===== config.mk =====
export PLATFORM = sky130hd
export DESIGN_NAME = button_conditioner_flat
export DESIGN_NICKNAME = d
export VERILOG_FILES = /design/src/rtl/button_conditioner_if.sv /design/src/rtl/button_conditioner.sv /design/src/flat_wrapper.sv
export SDC_FILE = /design/constraint.sdc
export NUM_CORES = 1
export LEC_CHECK = 0
export BUFFER_PORTS_ARGS = -buffer_cell sky130_fd_sc_hd__clkbuf_2
export CORE_ASPECT_RATIO = 1.75
export CORE_UTILIZATION = 59
export DETAILED_ROUTE_END_ITERATION = 8
export PLACE_DENSITY = 0.76
export SETUP_SLACK_MARGIN = 0.2
export SLEW_MARGIN = 20
export SYNTH_ARGS = -nofsm -noshare
export SYNTH_HDL_FRONTEND = slang
export SYNTH_SLANG_ARGS = --single-unit

===== constraint.sdc =====
create_clock -name Clk -period 5.9 [get_ports Clk]
set_input_delay 0.59 -clock Clk [delete_from_list [all_inputs] [get_ports Clk]]
set_output_delay 0.59 -clock Clk [all_outputs]
set_load 0.05 [all_outputs]

===== src/rtl/button_conditioner_if.sv =====
// rtl/button_conditioner_if.sv - raw button inputs and conditioned outputs
interface button_conditioner_if #(
  parameter int N_BTN = 4
);
  logic [N_BTN-1:0] bi;
  logic [N_BTN-1:0] Level;
  logic [N_BTN-1:0] Press;
  logic [N_BTN-1:0] Release;
  logic [N_BTN-1:0] Rep;

  modport master (output bi, input Level, Press, Release, Rep);
  modport slave  (input bi, output Level, Press, Release, Rep);
endinterface


===== src/rtl/button_conditioner.sv =====
// rtl/button_conditioner.sv - per-channel sync, debounce, edge pulses, auto-repeat
module button_conditioner #(
  parameter int N_BTN           = 4,
  parameter int SYNC_STAGES     = 2,
  parameter int DEBOUNCE_CYCLES = 1000,
  parameter bit REPEAT_EN       = 1'b1,
  parameter int REPEAT_DELAY    = 5000,
  parameter int REPEAT_RATE     = 1000
) (
  input  logic                  Clk,
  input  logic                  Rst_n,
  button_conditioner_if.slave   btn
);

  localparam int DW   = $clog2(DEBOUNCE_CYCLES + 1);
  localparam int RMAX = (REPEAT_DELAY > REPEAT_RATE) ? REPEAT_DELAY : REPEAT_RATE;
  localparam int RW   = $clog2(RMAX + 1);

  typedef enum logic [1:0] {ST_IDLE, ST_DELAY, ST_RPT} rpt_state_t;

  logic [N_BTN-1:0] level_v, press_v, release_v, rep_v;

  for (genvar i = 0; i < N_BTN; i++) begin : g_ch
    logic [SYNC_STAGES-1:0] sync_q;
    logic                   s;
    logic [DW-1:0]          dcnt_q, dcnt_d;
    logic                   level_q, level_d;
    logic                   press_q, release_q, rep_q, rep_d;
    logic                   rise, fall;
    rpt_state_t             state_q, state_d;
    logic [RW-1:0]          rcnt_q, rcnt_d;

    assign s = sync_q[SYNC_STAGES-1];

    always_comb begin
      dcnt_d  = dcnt_q;
      level_d = level_q;
      if (s == level_q) begin
        dcnt_d = '0;
      end else if (dcnt_q == DW'(DEBOUNCE_CYCLES - 1)) begin
        level_d = s;
        dcnt_d  = '0;
      end else begin
        dcnt_d = dcnt_q + 1'b1;
      end
    end

    assign rise = level_d & ~level_q;
    assign fall = ~level_d & level_q;

    // Repeat decisions use the next Level so a release beats a coincident tick.
    always_comb begin
      state_d = state_q;
      rcnt_d  = rcnt_q;
      rep_d   = 1'b0;
      case (state_q)
        ST_IDLE: begin
          rep_d = rise;
          if (rise && REPEAT_EN) begin
            state_d = ST_DELAY;
            rcnt_d  = '0;
          end
        end
        ST_DELAY: begin
          if (!level_d) begin
            state_d = ST_IDLE;
            rcnt_d  = '0;
          end else if (rcnt_q == RW'(REPEAT_DELAY - 1)) begin
            rep_d   = 1'b1;
            rcnt_d  = '0;
            state_d = ST_RPT;
          end else begin
            rcnt_d = rcnt_q + 1'b1;
          end
        end
        ST_RPT: begin
          if (!level_d) begin
            state_d = ST_IDLE;
            rcnt_d  = '0;
          end else if (rcnt_q == RW'(REPEAT_RATE - 1)) begin
            rep_d  = 1'b1;
            rcnt_d = '0;
          end else begin
            rcnt_d = rcnt_q + 1'b1;
          end
        end
        default: begin
          state_d = ST_IDLE;
          rcnt_d  = '0;
        end
      endcase
    end

    always_ff @(posedge Clk or negedge Rst_n) begin
      if (!Rst_n) begin
        sync_q    <= '0;
        dcnt_q    <= '0;
        level_q   <= 1'b0;
        press_q   <= 1'b0;
        release_q <= 1'b0;
        rep_q     <= 1'b0;
        state_q   <= ST_IDLE;
        rcnt_q    <= '0;
      end else begin
        sync_q    <= {sync_q[SYNC_STAGES-2:0], btn.bi[i]};
        dcnt_q    <= dcnt_d;
        level_q   <= level_d;
        press_q   <= rise;
        release_q <= fall;
        rep_q     <= rep_d;
        state_q   <= state_d;
        rcnt_q    <= rcnt_d;
      end
    end

    assign level_v[i]   = level_q;
    assign press_v[i]   = press_q;
    assign release_v[i] = release_q;
    assign rep_v[i]     = rep_q;
  end

  assign btn.Level   = level_v;
  assign btn.Press   = press_v;
  assign btn.Release = release_v;
  assign btn.Rep     = rep_v;

endmodule


===== src/flat_wrapper.sv =====
// flat-port wrapper written by rule: the top's interface ports become plain ports
module button_conditioner_flat 
#(
  parameter int N_BTN           = 4,
  parameter int SYNC_STAGES     = 2,
  parameter int DEBOUNCE_CYCLES = 1000,
  parameter bit REPEAT_EN       = 1'b1,
  parameter int REPEAT_DELAY    = 5000,
  parameter int REPEAT_RATE     = 1000
)
  (Clk, Rst_n, btn_bi, btn_Level, btn_Press, btn_Release, btn_Rep);
  button_conditioner_if #(.N_BTN(N_BTN)) btn_i ();
  input  logic Clk;
  input  logic Rst_n;
  input wire logic [$bits(btn_i.bi)-1:0] btn_bi;
  output wire logic [$bits(btn_i.Level)-1:0] btn_Level;
  output wire logic [$bits(btn_i.Press)-1:0] btn_Press;
  output wire logic [$bits(btn_i.Release)-1:0] btn_Release;
  output wire logic [$bits(btn_i.Rep)-1:0] btn_Rep;
  assign btn_i.bi = btn_bi;
  assign btn_Level = btn_i.Level;
  assign btn_Press = btn_i.Press;
  assign btn_Release = btn_i.Release;
  assign btn_Rep = btn_i.Rep;
  button_conditioner #(.N_BTN(N_BTN), .SYNC_STAGES(SYNC_STAGES), .DEBOUNCE_CYCLES(DEBOUNCE_CYCLES), .REPEAT_EN(REPEAT_EN), .REPEAT_DELAY(REPEAT_DELAY), .REPEAT_RATE(REPEAT_RATE)) u_core (.Clk(Clk), .Rst_n(Rst_n), .btn(btn_i));
endmodule

# Word-level counts from Yosys, hierarchy flattened
# Cells that the tools add are included.
[totals]
reg_bits = 124
out_inout_bits = 16
wordCells = 180
input_bits = 6
[op_classes]
addsub = 8
n_bitwise = 16
n_reduce_logical = 8
mux = 80
eq_ne = 36
[ops]
columns = ["cell", "n"]
rows = [
  ["$mux 13", 20],
  ["$pmux 13 s3", 4],
  ["$mux 10", 8],
  ["$add 13x1->13 const B", 4],
  ["$eq 13x10->1 const B", 4],
  ["$eq 13x13->1 const B", 4],
  ["$add 10x1->10 const B", 4],
  ["$eq 10x10->1 const B", 4],
  ["$mux 2", 16],
  ["$mux 1", 24],
  ["$pmux 2 s3", 4],
  ["$ne 3x3->1 const B", 4],
  ["$pmux 1 s3", 4],
  ["$reduce_and 3->1", 4],
  ["$and 1x1->1", 8],
  ["$eq 2x1->1 const B", 4],
  ["$eq 2x2->1 const B", 4],
  ["$logic_not 2->1", 4],
  ["$ne 2x1->1 const B", 4],
  ["$ne 2x2->1 const B", 4],
  ["$not 1->1", 8],
  ["$eq 1x1->1", 4],
]

# Depth between registers and ports, before layout
# Gate-level depths: netlist of run 1.
[logic_depth]
ltp_word = 6
ltp_mapped = 8
mapped_depth_nobuf = 7

# Worst setup path before layout of run 1
# OpenSTA, ideal clock, no wires.
[synth_timing]
kind = "flip-flop to flip-flop"
startpoint = "register u_core.g_ch[0].rcnt_q[0]"
endpoint = "register u_core.g_ch[0].rcnt_q[3]"
stages_incl_launch_ff = 8
slack_ps = 3728
arrival_time_ps = 2051
setup_ps = 121
period_less_slack_ps = 2172
path_buffers = 1
path_cell_list = "dfrtp_1 ha_1 or4bb_1 o31a_1 o22ai_2 buf_4 o21ai_1 a22o_1"
[synth_between]
elab_chain_len = 4
word_cells_on_any_way = 8
classes_between = "add/sub: 1; eq/ne: 2; mux: 5"
[synth_rtl]
columns = ["item", "line_no", "rtl"]
rows = [
  ["start: declaration", "button_conditioner.sv:31", "logic [RW-1:0] rcnt_q, rcnt_d;"],
  ["start signal: assignment", "button_conditioner.sv:112", "rcnt_q <= rcnt_d;"],
  ["$add 13x1->13 (tied with other cells)", "button_conditioner.sv:73, button_conditioner.sv:84", ""],
  ["$mux 13 (on tied branches)", "button_conditioner.sv:80, button_conditioner.sv:68", ""],
  ["$mux 13 (on tied branches)", "button_conditioner.sv:77, button_conditioner.sv:65", ""],
  ["$pmux 13 s3 (*)", "button_conditioner.sv:56", "case (state_q)"],
]
# Mark *: on every way between the ends. The rest lies on a longest branch, timed or not.
# A chain may end at the register's enable or synchronous reset.

# Final worst setup path of run 1
[layout_timing]
startpoint = "register u_core.g_ch[0].rcnt_q[0]"
endpoint = "register u_core.g_ch[0].rcnt_q[7]"
# Same word-level chain as after synthesis.

==> results of run 1 <==
-- cell type report --
class | instances | area [µm²]
Sequential cell | 124 | 3100
Multi-Input combinational cell | 502 | 3280
Timing Repair Buffer | 22 | 115
Clock buffer | 24 | 512
Tap cell | 132 | 165
Clock inverter | 6 | 108
Fill cell | 855 | 3670
Inverter | 24 | 90.1
-- placed cells by master (no fill, tap or decap), types with 18 or more instances in the layout --
cell	count
nor2_1	76
o21ai_1	26
a22o_1	34
nor4_1	19
nor3_1	23
dfrtp_1	124
nand3_1	37
ha_1	24
and3_1	18
inv_1	24
nand2_1	51
clkbuf_2	20
xor2_1	18
-- registers in the layout, indices dropped and copies added, names as in the netlist --
register and cells:
u_core.g_ch.state_q 8, u_core.g_ch.sync_q 8, u_core.g_ch.dcnt_q 40, u_core.g_ch.release_q 4, u_core.g_ch.level_q 4, u_core.g_ch.rcnt_q 52
u_core.g_ch.press_q 4, u_core.g_ch.rep_q 4
-- synth_stat cells (3+ instances only) --
| master | number | area share [%] |
|---|---|---|
| a21o_1 | 8 | 0.90 |
| a21oi_1 | 8 | 0.60 |
| a221o_1 | 3 | 0.45 |
| a22o_1 | 34 | 4.5 |
| a31oi_1 | 3 | 0.28 |
| a32oi_1 | 3 | 0.39 |
| and2_1 | 3 | 0.28 |
| and3_1 | 18 | 1.7 |
| and4_1 | 3 | 0.39 |
| buf_2 | 3 | 0.22 |
| buf_4 | 18 | 2.0 |
| clkbuf_1 | 10 | 0.56 |
| dfrtp_1 | 124 | 47 |
| ha_1 | 24 | 4.5 |
| inv_1 | 24 | 1.4 |
| mux2_2 | 8 | 1.4 |
| mux2i_1 | 5 | 0.75 |
| nand2_1 | 51 | 2.9 |
| nand2b_1 | 9 | 0.84 |
| nand3_1 | 37 | 2.8 |
| nand3b_1 | 3 | 0.34 |
| nand4_1 | 9 | 0.84 |
| nand4b_1 | 4 | 0.53 |
| nand4bb_1 | 3 | 0.51 |
| nor2_1 | 76 | 4.3 |
| nor2_2 | 3 | 0.28 |
| nor2b_1 | 13 | 1.2 |
| nor3_1 | 23 | 1.7 |
| nor3b_1 | 4 | 0.45 |
| nor4_1 | 19 | 1.8 |
| o211ai_1 | 3 | 0.34 |
| o21ai_0 | 16 | 1.2 |
| o21ai_1 | 26 | 2.0 |
| o31a_1 | 5 | 0.66 |
| o31ai_1 | 3 | 0.34 |
| or3_1 | 4 | 0.38 |
| or4_1 | 3 | 0.34 |
| or4bb_1 | 3 | 0.51 |
| xnor2_1 | 17 | 2.2 |
| xor2_1 | 18 | 2.4 |
-- cell families (layout without fill, tap and decap cells) --
logic type                 count (synthesis)  in the layout  share of synthesized area (%)
DFF                                      124            124                           46.5
adders and majority gates                 24             24                           4.50
muxes                                     13             13                           2.10
AOI/OAI and AO/OA                        131            131                           14.3
and+or+nand+nor                          299            299                           23.6
buffers and inverters                     56             76                           4.33
xor gates and xnor gates                  35             35                           4.59
-- worst max-delay path by stage --
stage | from | slack [ps] | end
after floorplan | u_core.g_ch[0].rcnt_q[0] | 3730 | u_core.g_ch[0].rcnt_q[3]
after global placement | u_core.g_ch[0].rcnt_q[0] | 3360 | u_core.g_ch[0].rcnt_q[7]
after detailed placement | u_core.g_ch[0].rcnt_q[0] | 3250 | u_core.g_ch[0].rcnt_q[7]
after CTS | u_core.g_ch[0].rcnt_q[0] | 3220 | u_core.g_ch[0].rcnt_q[7]
after global routing | u_core.g_ch[0].dcnt_q[0] | 3030 | u_core.g_ch[0].state_q[0]
final | u_core.g_ch[0].rcnt_q[0] | 3210 | u_core.g_ch[0].rcnt_q[7]
-- routing by layer --
layer,routed length [µm],global-route usage (%)
met1,5530,28.2
met2,7520,45.8
met3,384,4.28
met4,410,13.5
met5,0,0
-- critical path, stage by stage, from the launching register on --
cell and delay [ps]:
dfrtp_1 400, ha_1 240, or4bb_1 570, o31a_1 350, o22ai_2 480, nor2_2 200
a221o_1 340
-- stage by stage --
step | instance area [µm²] | power (W) | std cells
2_1_floorplan | 6670 | 0.000898 | 682
3_3_place_gp | 6750 | 0.000921 | 804
3_5_place_dp | 6750 | 0.000923 | 804
4_1_cts | 7370 | 0.00201 | 834
5_1_grt | 7370 | 0.00206 | 834
6_report | 7370 | 0.00199 | 834
-- power by group through the flow --
stage	combinational [W]	sequential, W	clock (W)
3_3_place_gp	0.0000371	0.000884	0
2_1_floorplan	0.0000153	0.000882	0
5_1_grt	0.0000435	0.000871	0.00114
3_5_place_dp	0.0000380	0.000885	0
6_report	0.0000367	0.000871	0.00108
4_1_cts	0.0000384	0.000870	0.00110
==> results.sh, run 1 <==
export IMPL_rows=51
export IMPL_place_hpwl_mm=9.49
export IMPL_drt_antenna_violating_nets=0
export IMPL_r2r_start="u_core.g_ch[0].rcnt_q[0]"
export IMPL_period_share_pct=45.6
export IMPL_finalNetCount=721
export IMPL_worstSetupPathType="register to register"
export IMPL_p_per_area_nw_per_um2=270
export IMPL_io_buffers=21
export IMPL_hold_viol=0
export IMPL_grt_start_max_net_pins=71
export IMPL_yosys_register_bits=124
export IMPL_clockBufferDepth=2
export IMPL_r2r_setup_slack_ps=3210
export IMPL_status="finished, final reports clean"
export IMPL_min_path_type="input port to asynchronous set/reset pin"
export IMPL_synth_edff_count=0
export IMPL_power_leakage_nw=3.31
export IMPL_worstSetupEndpointType="register"
export IMPL_drt_total_wl_mm=13.9
export IMPL_syn_area_um2=6670
export IMPL_io_pins=22
export IMPL_post_cts_resized=0
export IMPL_r2r_cells=6
export IMPL_synth_cell_type_count=63
export IMPL_die_w_um=82.4
export IMPL_overflow=0
export IMPL_power_frac_comb_pct=1.8
export IMPL_maxCapViolCount=0
export IMPL_gp_congestion=0.860
export IMPL_cp_required_ps=6190
export IMPL_vias_per_cell=6.26
export IMPL_antenna_found_initial=0
export IMPL_rsz0062_at_grt="false"
export IMPL_p_seq_share_pct=43.7
export IMPL_ir_worst_vdd_uv=251
export IMPL_cts_tree="built"
export IMPL_finalWorstSetupSlack_ps=3210
export IMPL_critical_path_max_fanout=14
export IMPL_num_antenna_cells=0
export IMPL_synth_nets=712
export IMPL_drc_errors=0
export IMPL_clockRootBuffer="clkbuf_16"
export IMPL_p_sw_share_pct=19.9
export IMPL_place_ws_ps=3250
export IMPL_drive_above_1_share_pct=10.3
export IMPL_power_frac_clock_pct=54.4
export IMPL_ys_warn_count=0
export IMPL_fin_tns_setup_ps=0
export IMPL_clkTransAtPathRegs_ps=50
export IMPL_avgSynthCellArea_um2=9.78
export IMPL_crit_arrival_ps=2980
export IMPL_max_slew_margin_rel_pct=31.5
export IMPL_clock_latency_ps=410
export IMPL_grt_pass1_wl_mm=23.3
export IMPL_grt_pass1_vias=5288
export IMPL_num_vias=5224
export IMPL_synth_ff_type="dfrtp_1"
export IMPL_holdBufCountCts=0
export IMPL_maxSlewViolCount=0
export IMPL_syn_inst=682
export IMPL_intPower_w=0.00160
export IMPL_holdWs_ps=213
export IMPL_wire_per_inst_um=16.6
export IMPL_period_minus_slack_ps=2690
export IMPL_dr_pass1_iters=5
export IMPL_skew_ps=10.8
export IMPL_syn2layout_area_growth_pct=10.5
export IMPL_track_usage_pct=25.7
export IMPL_first_iter_violations=345
export IMPL_start_util_pct=60.4
export IMPL_tightest_slew_ps=1030
export IMPL_cts_buffers_inserted=17
export IMPL_yosysSeqAreaShare_pct=46.5
export IMPL_cp_start_kind="register"
export IMPL_htree_levels=4
export IMPL_postLayoutCoreUtil_pct=66.8
export IMPL_clock_sinks=124
export IMPL_die_area_um2=11800
export IMPL_r2r_end="u_core.g_ch[0].rcnt_q[7]"
export IMPL_synthArstFlopShare_pct=100
export IMPL_switchingPower_w=0.000395
export IMPL_cts_setup_buffers=0
export IMPL_clock_fmax_mhz=372
export IMPL_die_y_um=143
export IMPL_coreArea_um2=11000
export IMPL_finalSetupViolCount=0
(Power assumes the default switching activity.)
==> run 2: changes to the inputs <==
--- a/config.mk
+++ b/config.mk
@@ -5,11 +5,12 @@
 export SDC_FILE = /design/constraint.sdc
 export NUM_CORES = 1
 export LEC_CHECK = 0
+export ABC_AREA = 1
 export BUFFER_PORTS_ARGS = -buffer_cell sky130_fd_sc_hd__clkbuf_2
 export CORE_ASPECT_RATIO = 1.75
-export CORE_UTILIZATION = 59
+export CORE_UTILIZATION = 57
 export DETAILED_ROUTE_END_ITERATION = 8
-export PLACE_DENSITY = 0.76
+export PLACE_DENSITY = 0.77
 export SETUP_SLACK_MARGIN = 0.2
 export SLEW_MARGIN = 20
 export SYNTH_ARGS = -nofsm -noshare
==> constraint.sdc (replaced) <==
create_clock -name Clk -period 2.45 [get_ports Clk]
set_input_delay 0.245 -clock Clk [delete_from_list [all_inputs] [get_ports Clk]]
set_output_delay 0.245 -clock Clk [all_outputs]
set_load 0.05 [all_outputs]
==> results.sh, run 2 <==
export IMPL_status="finished, final reports clean"
export IMPL_num_vias=6108
export IMPL_min_path_type="input port to asynchronous set/reset pin"
export IMPL_overflow=0
export IMPL_syn2layout_area_growth_pct=11.7
export IMPL_syn_area_um2=7120
export IMPL_reg_top3="u_core.g_ch.rcnt_q: 52 flops, u_core.g_ch.dcnt_q: 40 flops"
export IMPL_power_leakage_nw=3.68
export IMPL_cts_buffers_inserted=17
export IMPL_p_per_area_nw_per_um2=592
export IMPL_cp_start_kind="register"
export IMPL_finalWorstSetupSlack_ps=567
export IMPL_yosys_register_bits=124
export IMPL_final_area_um2=7950
export IMPL_grt_pass1_vias=6106
export IMPL_htree_levels=4
export IMPL_ir_worst_vdd_uv=551
export IMPL_placed_cell_area_um2=7310
export IMPL_drc_errors=0
export IMPL_max_slew_margin_rel_pct=55.4
export IMPL_vias_per_cell=5.32
export IMPL_holdWs_ps=306
export IMPL_start_util_pct=59.0
export IMPL_die_w_um=86.5
export IMPL_worstSetupEndpointType="register"
export IMPL_synth_most_common_cell="nand2_1"
export IMPL_syn_inst=946
export IMPL_cts_tree="built"
export IMPL_synth_nets=976
export IMPL_coreArea_um2=12100
export IMPL_regMostFlops="u_core.g_ch.rcnt_q"
export IMPL_maxCapViolCount=0
export IMPL_critPathSlowestCell="dfrtp_1"
export IMPL_io_buffers=21
export IMPL_r2r_end="u_core.g_ch[1].rcnt_q[0]"
export IMPL_hold_viol=0
export IMPL_final_cell_mix="nand2_1, nor2_1, dfrtp_1"
export IMPL_largest_reg_flops=52
export IMPL_ys_warn_count=0
export IMPL_rows=53
export IMPL_synthArstFlopShare_pct=100
export IMPL_io_pins=22
export IMPL_rsz0062_at_grt="false"
export IMPL_place_hpwl_mm=11.0
export IMPL_period_minus_slack_ps=1880
export IMPL_path_cells="ha_1 > nand2_1 > inv_1 > nand4_1 > nand2_2 > inv_1 > nor2_2 > nand2_1 > o21ai_1"
export IMPL_place_ws_ps=625
export IMPL_synth_cell_type_count=35
export IMPL_finalNetCount=1001
export IMPL_gp_congestion=0.875
export IMPL_yosysTopAreaCell="dfrtp_1"
export IMPL_drt_total_wl_mm=14.9
export IMPL_clock_fmax_mhz=531
export IMPL_clock_latency_ps=420
export IMPL_dr_pass1_iters=6
export IMPL_r2r_cells=9
export IMPL_clock_sinks=124
export IMPL_final_common_cell="nand2_1"
export IMPL_die_y_um=150
export IMPL_r2r_start="u_core.g_ch[1].dcnt_q[0]"
export IMPL_critPathLaunch="u_core.g_ch[1].dcnt_q[0]"
export IMPL_critical_path_max_fanout=18
export IMPL_num_antenna_cells=0
export IMPL_yosysSeqAreaShare_pct=43.6
export IMPL_synth_edff_count=0
export IMPL_period_share_pct=76.9
export IMPL_antenna_found_initial=0
export IMPL_grt_pass1_wl_mm=26.0
export IMPL_post_cts_resized=0
export IMPL_yosys_top_cells_area="dfrtp_1, nand2_1, nor2_1"
export IMPL_finalSetupViolCount=0
export IMPL_first_iter_violations=319
export IMPL_worstSetupPathType="register to register"
export IMPL_yosysTopAreaCellShare_pct=43.6
export IMPL_avgSynthCellArea_um2=7.53
export IMPL_wire_per_inst_um=13.0
export IMPL_maxSlewViolCount=0
export IMPL_holdBufCountCts=5
export IMPL_drt_antenna_violating_nets=0
export IMPL_crit_arrival_ps=2220
export IMPL_synth_ff_type="dfrtp_1"
export IMPL_track_usage_pct=25.5
export IMPL_grt_start_max_net_pins=53
export IMPL_cts_setup_buffers=0
export IMPL_r2r_setup_slack_ps=570
export IMPL_slowest_delay_ps=370
export IMPL_clockBufferDepth=2
export IMPL_postLayoutCoreUtil_pct=65.9
export IMPL_crit_path_end="u_core.g_ch[1].rcnt_q[0]"
export IMPL_drive_above_1_share_pct=8.14
export IMPL_fin_tns_setup_ps=0
export IMPL_skew_ps=7.41
export IMPL_netlist_top_cells_count="nand2_1, nor2_1, dfrtp_1"
export IMPL_die_area_um2=13000
export IMPL_cp_required_ps=2790
export IMPL_tightest_slew_ps=662
export IMPL_clkTransAtPathRegs_ps=60
export IMPL_clockRootBuffer="clkbuf_16"
==> run 2: cell types whose count changed in the layout (fill, tap and decap cells not counted), sizes merged, moves of 13 or more <==
cell,before,now
inv,24,108
nor4,19,2
a22o,34,0
and3,18,5
nor2b,13,0
xnor2,17,1
nand2,51,241
a21oi,8,42
nor2,79,147
nand3,37,86
nand4,9,31
==> run 2: worst max-delay path, delay by kind of cell (launching register included) <==
family,cells,cell delay [ps]
AO/OA/AOI/OAI,1,140
adder cells (fa/ha/maj),1,180
buffers and inverters,2,340
flip-flops,1,370
AND/OR/NAND/NOR,5,780
==> run 2: kinds of logic after synthesis <==
logic type,Yosys count,synth area share (%)
AOI/OAI and AO/OA,91,6.96
xor gates and xnor gates,30,3.69
adders and majority gates,24,4.22
buffers and inverters,133,8.19
DFF,124,43.6
and+or+nand+nor,544,33.4
==> run 2: worst min path at each step <==
stage	from	to	slack, ps
after detailed placement	Rst_n	u_core.g_ch[1].dcnt_q[0]	210
after global routing	Rst_n	u_core.g_ch[1].dcnt_q[0]	340
final	Rst_n	u_core.g_ch[1].dcnt_q[0]	310
after floorplan	Rst_n	u_core.g_ch[0].dcnt_q[0]	-50
after global placement	Rst_n	u_core.g_ch[1].dcnt_q[0]	210
after CTS	Rst_n	u_core.g_ch[1].dcnt_q[0]	310
==> run 2: final cells by class <==
| class | count | area [µm²] |
|---|---|---|
| fillers | 1071 | 4120 |
| well taps | 165 | 206 |
| multi-input cells | 689 | 3430 |
| repair buffers | 32 | 215 |
| clock buffers | 20 | 447 |
| flip-flops and latches | 124 | 3100 |
| clock inverters | 11 | 144 |
| inverters | 107 | 402 |
==> run 2: where the power goes <==
part           internal, W  switching (W)  total [W]
clock              0.00161       0.000897    0.00251
combinational    0.0000310      0.0000724   0.000103
sequential         0.00207      0.0000164    0.00209
==> run 2: layer usage <==
layer / wire length, µm / track usage (%) / vias to the layer above / part of all wire [%]
li1: - / - / 3096 / -
met1: 5710 / 25.1 / 2866 / 38
met2: 8340 / 49.8 / 103 / 56
met3: 356 / 4.63 / 43 / 2.4
met4: 473 / 11.9 / 0 / 3.2
met5: 0 / 0 / - / 0
==> run 2: per-stage QoR <==
step	power (W)	std cells
6_report	0.00470	1148
5_1_grt	0.00486	1148
4_1_cts	0.00475	1148
3_5_place_dp	0.00222	1112
3_3_place_gp	0.00222	1112
2_1_floorplan	0.00216	946
==> run 3: changes to the inputs <==
--- a/config.mk
+++ b/config.mk
@@ -8,9 +8,9 @@
 export ABC_AREA = 1
 export BUFFER_PORTS_ARGS = -buffer_cell sky130_fd_sc_hd__clkbuf_2
 export CORE_ASPECT_RATIO = 1.75
-export CORE_UTILIZATION = 57
+export CORE_UTILIZATION = 59
 export DETAILED_ROUTE_END_ITERATION = 8
-export PLACE_DENSITY = 0.77
+export PLACE_DENSITY = 0.76
 export SETUP_SLACK_MARGIN = 0.2
 export SLEW_MARGIN = 20
 export SYNTH_ARGS = -nofsm -noshare
==> constraint.sdc (replaced) <==
create_clock -name Clk -period 1.75 [get_ports Clk]
set_input_delay 0.175 -clock Clk [delete_from_list [all_inputs] [get_ports Clk]]
set_output_delay 0.175 -clock Clk [all_outputs]
set_load 0.05 [all_outputs]
==> results.sh, run 3 (synthesis results as in run 2) <==
export IMPL_clock_latency_ps=420
export IMPL_drt_antenna_violating_nets=0
export IMPL_nFillCells=687
export IMPL_worstSetupPathType="register to register"
export IMPL_rows=52
export IMPL_maxSlewViolCount=0
export IMPL_first_iter_violations=516
export IMPL_clockRootBuffer="clkbuf_16"
export IMPL_io_buffers=21
export IMPL_tightest_slew_ps=457
export IMPL_ir_worst_vdd_uv=694
export IMPL_finalWorstSetupSlack_ps=-12.4
export IMPL_htree_levels=4
export IMPL_place_ws_ps=-1.28
export IMPL_num_vias=7063
export IMPL_clockBufferDepth=2
export IMPL_reg_top3="u_core.g_ch.rcnt_q: 52 flops, u_core.g_ch.dcnt_q: 40 flops"
export IMPL_max_slew_margin_rel_pct=69.6
export IMPL_crit_arrival_ps=2100
export IMPL_start_util_pct=61.1
export IMPL_grt_pass1_wl_mm=28.5
export IMPL_r2r_cells=8
export IMPL_coreArea_um2=11600
export IMPL_final_area_um2=9630
export IMPL_clkTransAtPathRegs_ps=60
export IMPL_r2r_setup_slack_ps=-10
export IMPL_cp_required_ps=2090
export IMPL_fin_tns_setup_ps=-12.4
export IMPL_io_pins=22
export IMPL_skew_ps=7.96
export IMPL_finalSetupViolCount=1
export IMPL_die_y_um=147
export IMPL_clock_fmax_mhz=567
export IMPL_grt_pass1_vias=6680
export IMPL_rsz0062_at_grt="true"
export IMPL_die_w_um=85.0
export IMPL_min_path_type="input port to asynchronous set/reset pin"
export IMPL_p_per_area_nw_per_um2=692
export IMPL_worstSetupEndpointType="register"
export IMPL_syn2layout_area_growth_pct=35.3
export IMPL_critical_path_max_fanout=6
export IMPL_cts_tree="built"
export IMPL_die_area_um2=12500
export IMPL_regMostFlops="u_core.g_ch.rcnt_q"
export IMPL_hold_viol=0
export IMPL_grt_start_max_net_pins=57
export IMPL_dr_pass1_iters=5
export IMPL_largest_reg_flops=52
export IMPL_violations="negative setup slack"
export IMPL_overflow=0
export IMPL_finalNetCount=1085
export IMPL_drive_above_1_share_pct=32.6
export IMPL_placed_cell_area_um2=7540
export IMPL_track_usage_pct=28.6
export IMPL_clock_sinks=124
export IMPL_vias_per_cell=5.87
export IMPL_maxCapViolCount=0
export IMPL_cp_start_kind="register"
export IMPL_status="complete, but fails checks"
export IMPL_drt_total_wl_mm=20.4
export IMPL_place_hpwl_mm=11.3
export IMPL_final_common_cell="nand2_1"
export IMPL_num_antenna_cells=0
export IMPL_period_share_pct=101
export IMPL_gp_congestion=0.966
export IMPL_r2r_end="u_core.g_ch[3].rcnt_q[2]"
export IMPL_antenna_found_initial=0
export IMPL_power_leakage_nw=4.44
export IMPL_drc_errors=0
export IMPL_r2r_start="u_core.g_ch[3].state_q[1]"
export IMPL_wire_per_inst_um=17.0
export IMPL_final_cell_mix="nand2_1, dfrtp_1, nor2_1"
export IMPL_cts_buffers_inserted=17
export IMPL_period_minus_slack_ps=1760
==> run 3: changes by cell type in the layout (fill, tap and decap cells not counted), moves of 17 or more <==
cell	previous run	this run
a21oi_1	41	22
nor2_1	141	101
nand3_1	84	52
buf_4	6	70
nor2_2	4	27
nand2_4	0	28
nand2_1	228	183
a21oi_2	0	17
nand3_2	2	25
nor2_4	2	19
==> run 3: final cells by class <==
cell class                      count  area [µm²]  area share (%)
Inverter                          107         404            4.20
Multi-Input combinational cell    691        4440            46.1
Timing Repair Buffer              114         916            9.51
Tap cell                          135         169            1.75
Sequential cell                   124        3110            32.3
Clock buffer                       19         453            4.70
Clock inverter                     13         141            1.47
==> run 3: routing by layer <==
metal	wire length [µm]	vias up	GRT usage, %
li1	-	3283	-
met1	7020	3398	29.2
met2	11300	261	54.3
met3	884	121	4.89
met4	1280	0	14.7
met5	0	-	0
==> run 3: how the worst max path moves through the flow <==
stage / endpoint / startpoint / slack [ps] / cells past startpoint
floorplan: u_core.g_ch[2].rcnt_q[12] / u_core.g_ch[2].dcnt_q[0] / 200 / 10
global placement: u_core.g_ch[2].rcnt_q[12] / u_core.g_ch[2].rcnt_q[1] / 9 / 8
detailed placement: u_core.g_ch[2].rcnt_q[2] / u_core.g_ch[2].rcnt_q[1] / -1 / 8
CTS: u_core.g_ch[2].rcnt_q[2] / u_core.g_ch[2].dcnt_q[0] / 110 / 10
global route: u_core.g_ch[3].rcnt_q[8] / u_core.g_ch[3].rcnt_q[7] / -140 / 9
finish: u_core.g_ch[3].rcnt_q[2] / u_core.g_ch[3].state_q[1] / -10 / 8
==> run 3: per-stage QoR <==
stage               total power, W  util, %  hold slack (ps)  instances
global placement           0.00312     64.8              135       1115
finish                     0.00666     82.7              229       1203
detailed placement         0.00312     64.8              134       1115
floorplan                  0.00302        -             -121        946
CTS                        0.00664     73.9              236       1179
global route               0.00682     82.7              261       1203
==> run 3: worst max-delay path, stage by stage, from the launching register on <==
cell	delay, ps
dfrtp_1	440
inv_1	130
ha_1	270
inv_1	110
nor2_2	210
nand2_4	130
nand2_8	140
nand2_8	90
a21oi_2	160
==> run 3: power by group <==
group | internal, W | switching [W] | total (W)
Sequential | 0.00290 | 0.0000251 | 0.00292
Clock | 0.00217 | 0.00138 | 0.00355
Combinational | 0.0000685 | 0.000118 | 0.000187
Total | 0.00514 | 0.00152 | 0.00666
==> run 3: what timing repair did <==
| action | CTS | global route |
|---|---|---|
| endpoints found under the hold margin | 31 | 0 |
| hold buffers | 5 | 0 |
| pin swaps | 39 | 81 |
| cloned | 2 | 1 |
| setup endpoints to repair | 66 | 84 |
| resized for setup | 70 | 214 |
| buffers inserted | 25 | 23 |
